## src/rtl/uart_tx_fifo.sv

```systemverilog
// rtl/uart_tx_fifo.sv - byte FIFO draining into an 8N1 UART serializer
// Optional even-parity bit between data and stop when UART_TX_PARITY_EN is defined.
module uart_tx_fifo #(
  parameter int CLK_FREQ = 70000000,
  parameter int BAUD     = 9600,
  parameter int DEPTH    = 8
) (
  input  logic                       clk,
  input  logic                       reset,
  input  logic                       wr_en,
  input  logic [7:0]                 wr_data,
  output logic                       full,
  output logic [$clog2(DEPTH+1)-1:0] count,
  output logic                       overflow,
  output logic                       busy,
  output logic                       tx
);

  localparam int DIV = CLK_FREQ / BAUD;
  localparam int DW  = $clog2(DIV);
  localparam int AW  = $clog2(DEPTH);
  localparam int CW  = $clog2(DEPTH + 1);

  localparam logic [2:0] IDLE   = 3'd0;
  localparam logic [2:0] START  = 3'd1;
  localparam logic [2:0] DATA   = 3'd2;
`ifdef UART_TX_PARITY_EN
  localparam logic [2:0] PARITY = 3'd3;
`endif
  localparam logic [2:0] STOP   = 3'd4;

  logic [7:0]    mem [DEPTH];
  logic [AW-1:0] wr_ptr;
  logic [AW-1:0] rd_ptr;
  logic [2:0]    state;
  logic [DW-1:0] baud_cnt;
  logic [2:0]    bit_idx;
  logic [7:0]    shift;
  logic          push;
  logic          pop;
  logic          baud_done;
`ifdef UART_TX_PARITY_EN
  logic          parity_bit;
`endif

  // full comes from the registered count, so a push is judged before any same-edge pop
  assign full      = (count == CW'(DEPTH));
  assign busy      = (state != IDLE) || (count != '0);
  assign push      = wr_en && !full;
  assign pop       = (state == IDLE) && (count != '0);
  assign baud_done = (baud_cnt == DW'(DIV - 1));

  always_ff @(posedge clk or negedge reset) begin
    if (!reset) begin
      wr_ptr   <= '0;
      rd_ptr   <= '0;
      count    <= '0;
      overflow <= 1'b0;
    end else begin
      if (push) wr_ptr <= wr_ptr + AW'(1);
      if (pop)  rd_ptr <= rd_ptr + AW'(1);
      case ({push, pop})
        2'b10:   count <= count + CW'(1);
        2'b01:   count <= count - CW'(1);
        default: count <= count;
      endcase
      if (wr_en && full) overflow <= 1'b1;
    end
  end

  always_ff @(posedge clk) begin
    if (push) mem[wr_ptr] <= wr_data;
  end

  always_ff @(posedge clk or negedge reset) begin
    if (!reset) begin
      state    <= IDLE;
      baud_cnt <= '0;
      bit_idx  <= '0;
      shift    <= '0;
      tx       <= 1'b1;
`ifdef UART_TX_PARITY_EN
      parity_bit <= 1'b0;
`endif
    end else begin
      case (state)
        IDLE: begin
          tx       <= 1'b1;
          baud_cnt <= '0;
          if (pop) begin
            shift <= mem[rd_ptr];
`ifdef UART_TX_PARITY_EN
            parity_bit <= ^mem[rd_ptr];
`endif
            state <= START;
            tx    <= 1'b0;
          end
        end
        START: begin
          if (baud_done) begin
            baud_cnt <= '0;
            bit_idx  <= '0;
            state    <= DATA;
            tx       <= shift[0];
          end else begin
            baud_cnt <= baud_cnt + DW'(1);
          end
        end
        DATA: begin
          if (baud_done) begin
            baud_cnt <= '0;
            if (bit_idx == 3'd7) begin
`ifdef UART_TX_PARITY_EN
              state <= PARITY;
              tx    <= parity_bit;
`else
              state <= STOP;
              tx    <= 1'b1;
`endif
            end else begin
              bit_idx <= bit_idx + 3'd1;
              shift   <= shift >> 1;
              tx      <= shift[1];
            end
          end else begin
            baud_cnt <= baud_cnt + DW'(1);
          end
        end
`ifdef UART_TX_PARITY_EN
        PARITY: begin
          if (baud_done) begin
            baud_cnt <= '0;
            state    <= STOP;
            tx       <= 1'b1;
          end else begin
            baud_cnt <= baud_cnt + DW'(1);
          end
        end
`endif
        STOP: begin
          if (baud_done) begin
            baud_cnt <= '0;
            state    <= IDLE;
            tx       <= 1'b1;
          end else begin
            baud_cnt <= baud_cnt + DW'(1);
          end
        end
        default: begin
          state    <= IDLE;
          baud_cnt <= '0;
          tx       <= 1'b1;
        end
      endcase
    end
  end

endmodule

```

## config.mk

```make
export PLATFORM = sky130hd
export DESIGN_NAME = uart_tx_fifo
export DESIGN_NICKNAME = d
export VERILOG_FILES = /design/src/rtl/uart_tx_fifo.sv
export SDC_FILE = /design/constraint.sdc
export NUM_CORES = 1
export LEC_CHECK = 0
export CAP_MARGIN = 10
export CORE_MARGIN = 2
export CORE_UTILIZATION = 55
export CTS_CLUSTER_DIAMETER = 100
export CTS_CLUSTER_SIZE = 28
export DETAILED_ROUTE_END_ITERATION = 8
export PLACE_DENSITY_LB_ADDON = 0.08
export SLEW_MARGIN = 5
export SYNTH_ARGS = -nofsm -noshare
export SYNTH_HDL_FRONTEND = slang
export SYNTH_SLANG_ARGS = --single-unit
```

## constraint.sdc

```tcl
create_clock -name clk -period 2.8 [get_ports clk]
set_input_delay 0.7 -clock clk [delete_from_list [all_inputs] [get_ports clk]]
set_output_delay 0.7 -clock clk [all_outputs]
set_load 0.005 [all_outputs]
```

==> summary.txt <==
Global route
  – Vias in the first global route: between 2,000 and 2,500
  – First-pass GRT wire length: 12.08 mm
  – Largest net degree at the start of global routing: 40
  – Initial antenna violation count: 0
  – GRT Overall Usage: 18.49%
  – Gr ovfl total: 0

Worst setup path
  – CP peak stage delay: 550 ps
  – Reg-to-reg startpoint: state[1]$_DFFE_PN0P_
  – Critical path depth: 3
  – Reg2Reg Depth: 10
  – CP max stage cell: or4_4
  – CP bufs+invs: 1
  – Worst setup path end: busy
  – Reg2reg end: count[2]$_DFFE_PN0P_
  – Crit. Startpoint: count[3]$_DFFE_PN0P_
  – CP arrival: 1970 ps
  – Critical path peak fanout: 4
  – Worst setup EP type: output pin
  – Worst Setup Path Type: reg2out
  – Ordered cell list for the critical path: or4_4 > nand2b_1 > clkdlybuf4s50_1
  – CP startpoint kind: flip-flop
  – R2r setup slk: 360 ps
  – Worst endpoint required time: around 2100 ps
  – Delay-heaviest family, CP: simple AND/OR/NAND/NOR gates

Hold path
  – Min-Delay Path Class: in2async

Synth
  – Mapped Area: roughly 0.0045 sq mm
  – Post-synth EDFFs: 64
  – Most frequent cells after synthesis: edfxtp_1, dfrtp_1, nand2_1
  – Synth area leader: edfxtp_1
  – Largest cells by area after synthesis: edfxtp_1, dfrtp_1, mux4_2
  – Count leader, synth: edfxtp_1
  – Synth Register Bits: 103
  – Post-synth cell types: 52
  – Post-synth top flop: edfxtp_1
  – Async S/R FF share, synth: 37.86%
  – Ys Warns: 0
  – Avg Cell Area, Syn: around 16 sq um
  – Seq/Total Area, Yosys: 64.47%
  – Mapped Nets: between 300 and 400
  – Mapped Cells: 290
  – Synth top area share: 42.74%

Clock network
  – CTS clock-pin slew for the worst setup and hold paths: around 100 ps
  – Worst skew pair latency: 360 ps
  – TritonCTS buffer count: 9
  – CTS tree: done
  – # hold bufs at CTS: 0
  – CTS root buf: clkbuf_8
  – CTS HTree Levels: 3
  – Clk sinks: 103
  – Longest Clk Path Bufs: 2

Route
  – Post-route ant nets: 0
  – WL final: ~7.5 mm
  – Met3 wire len: a little under 200 um
  – WL per Instance: 17.29 um
  – Top Layer Used: met4
  – Vias: 2,423
  – M1 WL: 3.453 mm
  – DR iter-0 viols: 128
  – Remaining DRCs: 0
  – DRT Pass-1 Iters: 4
  – DR vias/cell: 5.622
  – WL met2: 3.748 mm

Die
  – Core area: 0.007807 sq mm
  – # IOs: 19
  – Row Count: 32
  – Die area: 0.008915 sq mm
  – Die Y-Extent: 94.42 um
  – Initial core utilization: 57.60%
  – Die W: 94.42 um

Place
  – Dpl hpwl: a little under 5 mm
  – Placed insts: 413
  – Placer Congestion: 0.7440
  – IO buf count: 18

STA
  – Setup violators final: 0
  – Headroom to the max-slew limit: 41.25%
  – Setup Skew: 14.90 ps
  – RSZ-0062 raised after global routing: no
  – Number of hold violations in the final report: 0
  – Final period utilization: 95.33%
  – Setup total negative slack: 0 ps
  – Worst-Margin Slew: 881.3 ps
  – Max Clk Rate: 0.3746 GHz
  – Fin crit period: 2669 ps
  – Final Slew Violations: 0

Cells and area
  – Layout cell share with drive strength beyond 1: 20.06%
  – Nets: 344
  – Multi-input logic area: 0.001514 sq mm
  – Filler instances: 606
  – Reg area: 0.002900 sq mm
  – Area Growth Syn to Fin: 12.10%
  – Ant. Diodes: 0
  – Post-Layout Cell Count: between 400 and 500

Run status
  – Status: finished clean

Run
  – Max_cap viols: 0

Power and ir drop
  – Peak VDD IR: 0.0003973 V
  – Pwr per Cell Area: 772.9 mW/mm^2
  – Leak: 0.001852 uW
final cells by class:
| class | instances | area share [%] |
|---|---|---|
| Tap cell | 102 | 2.532 |
| Inverter | 4 | 0.2978 |
| Sequential cell | 103 | 57.53 |
| Clock buffer | 10 | 2.532 |
| Timing Repair Buffer | 35 | 6.006 |
| Multi-Input combinational cell | 171 | 30.03 |
| Clock inverter | 6 | 1.067 |
cell families after synthesis:
kind of cell | after synthesis | synth area share (%)
flip-flops | 103 | 64.47
AND/OR/NAND/NOR | 91 | 11.74
multiplexers | 30 | 11.30
XOR/XNOR | 21 | 4.090
AO/OA/AOI/OAI | 20 | 3.895
buffers and inverters | 16 | 2.003
adder cells (fa/ha/maj) | 9 | 2.504
power by group:
part,switching [uW],internal [uW],total (uW)
registers,217,1910,2130
clock network,517,343,860
logic,415,492,907
routing by layer:
metal  vias to the layer above  track usage (%)
li1                       1166                -
met1                      1227            24.61
met2                        25            30.54
met3                         5            4.789
met4                         0            5.072
met5                         -                0
worst min-delay path by stage:
stage	to	startpoint	depth (start not counted)	slack, ps
3_5_place_dp	overflow$_DFFE_PN0P_	overflow$_DFFE_PN0P_	1	450
2_1_floorplan	baud_cnt[0]$_DFF_PN0_	reset	0	400
5_1_grt	overflow$_DFFE_PN0P_	overflow$_DFFE_PN0P_	1	500
3_3_place_gp	overflow$_DFFE_PN0P_	overflow$_DFFE_PN0P_	1	440
4_1_cts	overflow$_DFFE_PN0P_	overflow$_DFFE_PN0P_	1	470
6_report	baud_cnt[2]$_DFF_PN0_	reset	1	440
layout by cell type, fill, tap and decap left out, drive strengths merged, types with 2 or more instances in the layout:
cell type / instances
a21o: 2
a21oi: 3
and3: 3
and4: 2
buf: 18
clkbuf: 10
clkdlybuf4s50: 17
dfrtp: 38
edfxtp: 64
ha: 9
inv: 9
mux2: 6
mux2i: 8
mux4: 16
nand2: 27
nand3: 6
nand3b: 3
nand4: 4
nor2: 20
nor2b: 2
nor3: 7
nor3b: 2
nor4: 3
nor4b: 5
o21ai: 5
o221a: 6
o31ai: 2
xnor2: 13
xor2: 8
stage by stage:
| stage | util [%] | hold slack (ps) | cell area [sq um] | total power [uW] | setup WS (ps) |
|---|---|---|---|---|---|
| floorplan | - | 404.4 | 4497 | 2726 | 294.2 |
| global placement | 62.04 | 436.7 | 4843 | 3037 | 147.5 |
| detailed placement | 62.04 | 450.2 | 4843 | 3062 | 124.3 |
| CTS | 64.38 | 471.7 | 5026 | 3920 | 11.32 |
| global route | 64.57 | 498.7 | 5041 | 4115 | 54.58 |
| finish | 64.57 | 443.0 | 5041 | 3896 | 130.6 |
state kept, by name (all words and copies together) (netlist names):
name,flops
baud_cnt,13
bit_idx,3
count,4
mem,64
overflow,1
rd_ptr,3
shift,8
state,3
tx,1
wr_ptr,3
worst register-to-register path, cell delays in order, from the launching register on:
cell and delay (ps):
dfrtp_1 490, nor3_2 460, nand2_8 120, inv_2 190
ha_1 300, xor2_1 100, ha_1 180, a21oi_1 140
xor2_1 160, nor2_1 60, xor2_1 140
timing repair:
action / CTS / global route
pin swaps: 0 / 1
gates cloned: 0 / 0
gates resized for setup: 1 / 0
setup buffers: 0 / 2
endpoints found under the setup margin: 1 / 1
(Power assumes the default switching activity.)
==> variant 1, RTL diff (config.mk and constraints unchanged) <==
Set the parameter `DEPTH` to 16 (it was 8).
--- a/src/rtl/uart_tx_fifo.sv
+++ b/src/rtl/uart_tx_fifo.sv
@@ -3,7 +3,7 @@
 module uart_tx_fifo #(
   parameter int CLK_FREQ = 70000000,
   parameter int BAUD     = 9600,
-  parameter int DEPTH    = 8
+  parameter int DEPTH    = 16
 ) (
   input  logic                       clk,
   input  logic                       reset,
Ports: changed (resized count); port bits go from 19 to 20. The function was not compared with the original's and may differ.
==> variant 1 against the original RTL <==
Register-to-register slack got worse by 0.16 ns. Area after synthesis grew 61%. Hold slack got worse by 0.0099 ns. Setup slack improved by 0.049 ns. First-iteration DRC count grew 84%. Sequential cell count grew 67. Total power increased by 83%. Routed wire length is 93% higher. Utilization grew 1.1 points. Fmax grew 1.9%. Count of clock-buffer cells in the layout is 7 higher. Final area up 66%. Clock skew shrank 0.0071 ns.
==> variant 1: results <==
export IMPL_track_usage_pct=21.51
export IMPL_routed_wl_um=14390
export IMPL_min_period_over_period_pct=93.59
export IMPL_synth_edf_count=128
export IMPL_grt_use_met1_pct=30.61
export IMPL_drive_gt1_share_pct=17.04
export IMPL_cts_root_buffer_cell="clkbuf_16"
export IMPL_htreeDepth=4
export IMPL_clk_pin_slew_ns=0.06
export IMPL_grt_pass1_wl_um=22670
export IMPL_port_buffers=19
export IMPL_clkLatencyLatePin_ns=0.43
export IMPL_synth_cell_types=50
export IMPL_cts_buffers_inserted=17
export IMPL_crit_fanout=9
export IMPL_place_area_sq_um=7792
export IMPL_ctsResizeCount=0
export IMPL_status="finished, final reports clean"
export IMPL_synth_common_cells="edfxtp_1, nor2_1, dfrtp_1"
export IMPL_drt_iter0_drc=235
export IMPL_cellLeakagePower_uw=0.003090
export IMPL_dp_hpwl_um=9556
export IMPL_grt_max_degree=43
export IMPL_wl_met3_um=626
export IMPL_syn_nets=504
export IMPL_async_flop_share_pct=24.71
export IMPL_wl_met2_um=6791
export IMPL_dp_slack_ns=0.04792
==> variant 1: cell types whose count changed after synthesis, sizes merged, moves of 5 or more <==
cell,unedited run,this run
a21oi,3,11
a31oi,0,6
o211ai,0,5
o221a,6,0
nor2,20,44
a22oi,0,7
edfxtp,64,128
o21ai,5,11
inv,4,13
clkbuf,1,13
mux2i,8,34
nor4b,5,0
nand2b,1,10
a221oi,0,10
==> variant 1: cell type report <==
type / instances / area, sq um / area share (%)
Tap cell: 172 / 215.2 / 2.566
Timing Repair Buffer: 53 / 465.4 / 5.549
Clock buffer: 17 / 425.4 / 5.072
Clock inverter: 15 / 163.9 / 1.954
Inverter: 13 / 48.80 / 0.5817
Multi-Input combinational cell: 272 / 2172 / 25.89
Sequential cell: 170 / 4897 / 58.38
==> variant 1: cell families after synthesis <==
family                   count (synthesis)  synth area share (%)
flip-flops                             170                 67.48
adder cells (fa/ha/maj)                 13                 2.242
XOR/XNOR                                23                 2.776
AND/OR/NAND/NOR                        114                 7.639
buffers and inverters                   38                 2.673
AO/OA/AOI/OAI                           70                 7.225
multiplexers                            52                 9.967
==> variant 1: power groups by stage <==
stage	Sequential (uW)	Clock, uW	Combinational, uW
2_1_floorplan	3260	0	1050
3_3_place_gp	3340	0	1450
3_5_place_dp	3360	0	1480
4_1_cts	3310	2360	1480
5_1_grt	3350	2460	1620
6_report	3320	2330	1470
==> variant 1: final timing paths <==
| path | startpoint | to | cells after the start |
|---|---|---|---|
| worst max-delay path | state[0] | busy | 3 |
| worst max register to register | count[1] | count[4] | 11 |
| min in group clk | overflow | overflow | 1 |
| worst min register to register | overflow | overflow | 1 |
| max in group asynchronous | reset | rd_ptr[0] | 1 |
| worst min-delay path | reset | baud_cnt[8] | 1 |
==> variant 2, RTL diff (same flow settings) <==
Made on the original files. Make the reset (`reset`) synchronous in 2 clocked blocks.
--- a/src/rtl/uart_tx_fifo.sv
+++ b/src/rtl/uart_tx_fifo.sv
@@ -50,7 +50,7 @@
   assign pop       = (state == IDLE) && (count != '0);
   assign baud_done = (baud_cnt == DW'(DIV - 1));
 
-  always_ff @(posedge clk or negedge reset) begin
+  always_ff @(posedge clk) begin
     if (!reset) begin
       wr_ptr   <= '0;
       rd_ptr   <= '0;
@@ -72,7 +72,7 @@
     if (push) mem[wr_ptr] <= wr_data;
   end
 
-  always_ff @(posedge clk or negedge reset) begin
+  always_ff @(posedge clk) begin
     if (!reset) begin
       state    <= IDLE;
       baud_cnt <= '0;
Behaviour: differs if reset is asserted again (counterexample within 4 cycles, from zero or initial values and one cycle with reset low); with reset held inactive, the same outputs for 10 cycles.
==> variant 2 against the original RTL <==
Routed wire length is 7.3% higher. Sequential cell count is 3 higher. Total power is 0.12% higher. Die area is 0.96% lower. Area after synthesis is 1.0% lower. Setup slack better by 0.0031 ns. Via count is 16% higher. Final area is 0.12% lower. Highest routed layer unchanged.
==> variant 2: results <==
export IMPL_seq_area_frac_synth_pct=62.06
export IMPL_fillerInstances=600
export IMPL_vias=2803
export IMPL_dp_cells=487
export IMPL_fin_nets=416
export IMPL_place_area_sq_um=4846
export IMPL_async_flop_share_pct=0
export IMPL_synth_cell_types=42
export IMPL_crit_path_start="count[0]"
export IMPL_drive_gt1_share_pct=10.72
export IMPL_crit_fanout=9
export IMPL_grt_pass1_vias=2616
export IMPL_area_growth_pct=13.10
export IMPL_status="finished, final reports clean"
export IMPL_timing_rr_end="count[2]"
export IMPL_avgSynthCellArea_sq_um=12.23
export IMPL_slowest_stage="or4b_4"
export IMPL_vdd_drop_max_uv=423.3
export IMPL_syn_nets=384
export IMPL_worst_pin_slew_ns=0.6537
export IMPL_worst_hold_path_type="register to register"
export IMPL_synth_area_leaders="edfxtp_1, dfxtp_1, mux2i_1"
export IMPL_slowest_delay_ns=0.61
export IMPL_globalplace_congestion=0.7754
export IMPL_wl_per_cell_um=15.90
## variant 2: changes by cell type after synthesis, sizes merged, moves of 11 or more
cell	before	now
mux4	16	2
o22ai	0	16
nor2	20	31
clkbuf	1	13
dfxtp	0	42
mux2i	8	32
dfrtp	38	0
## variant 2: logic make-up (layout without fill, tap and decap cells)
kind of cell	count (synthesis)	after routing	share of synthesized area, %
and+or+nand+nor	118	118	13.74
DFF	106	106	62.06
AOI/OAI and AO/OA	55	55	7.841
muxes	34	34	8.207
buffers and inverters	24	61	2.080
xor gates and xnor gates	18	18	3.541
adders and majority gates	9	9	2.530
## variant 2: power breakdown
part | leakage (uW) | total, uW | switching [uW] | internal [uW]
clock network | 0.0000965 | 899 | 553 | 346
logic | 0.000650 | 1030 | 534 | 495
registers | 0.000923 | 1970 | 139 | 1830
## variant 2: cell type report
type | count | share of cell area (%)
multi-input cells | 234 | 31.91
inverters | 8 | 0.5964
clock buffers | 9 | 2.460
repair buffers | 37 | 6.412
clock inverters | 7 | 1.218
flip-flops and latches | 106 | 54.87
well taps | 102 | 2.535
## variant 2: how the worst max path moves through the flow
stage / endpoint / cells after the start / slack (ns)
6_report: full / 3 / 0.13
5_1_grt: full / 3 / 0.06
4_1_cts: full / 3 / 0.12
3_5_place_dp: count[2] / 9 / 0.10
3_3_place_gp: count[2] / 9 / 0.14
2_1_floorplan: count[2] / 11 / 0.12
## variant 2: per-layer routing
layer	vias up	global-route usage (%)	part of all wire, %
li1	1412	-	-
met3	13	3.933	3.5
met4	0	8.092	1.9
met1	1337	24.74	46
met5	-	0	0
met2	41	32.08	49
## variant 2: critical path: cells and delay by family, from the launching register on
kind,cells,cell delay [ns]
and+or+nand+nor,1,0.61
buffers and inverters,2,0.58
DFF,1,0.41
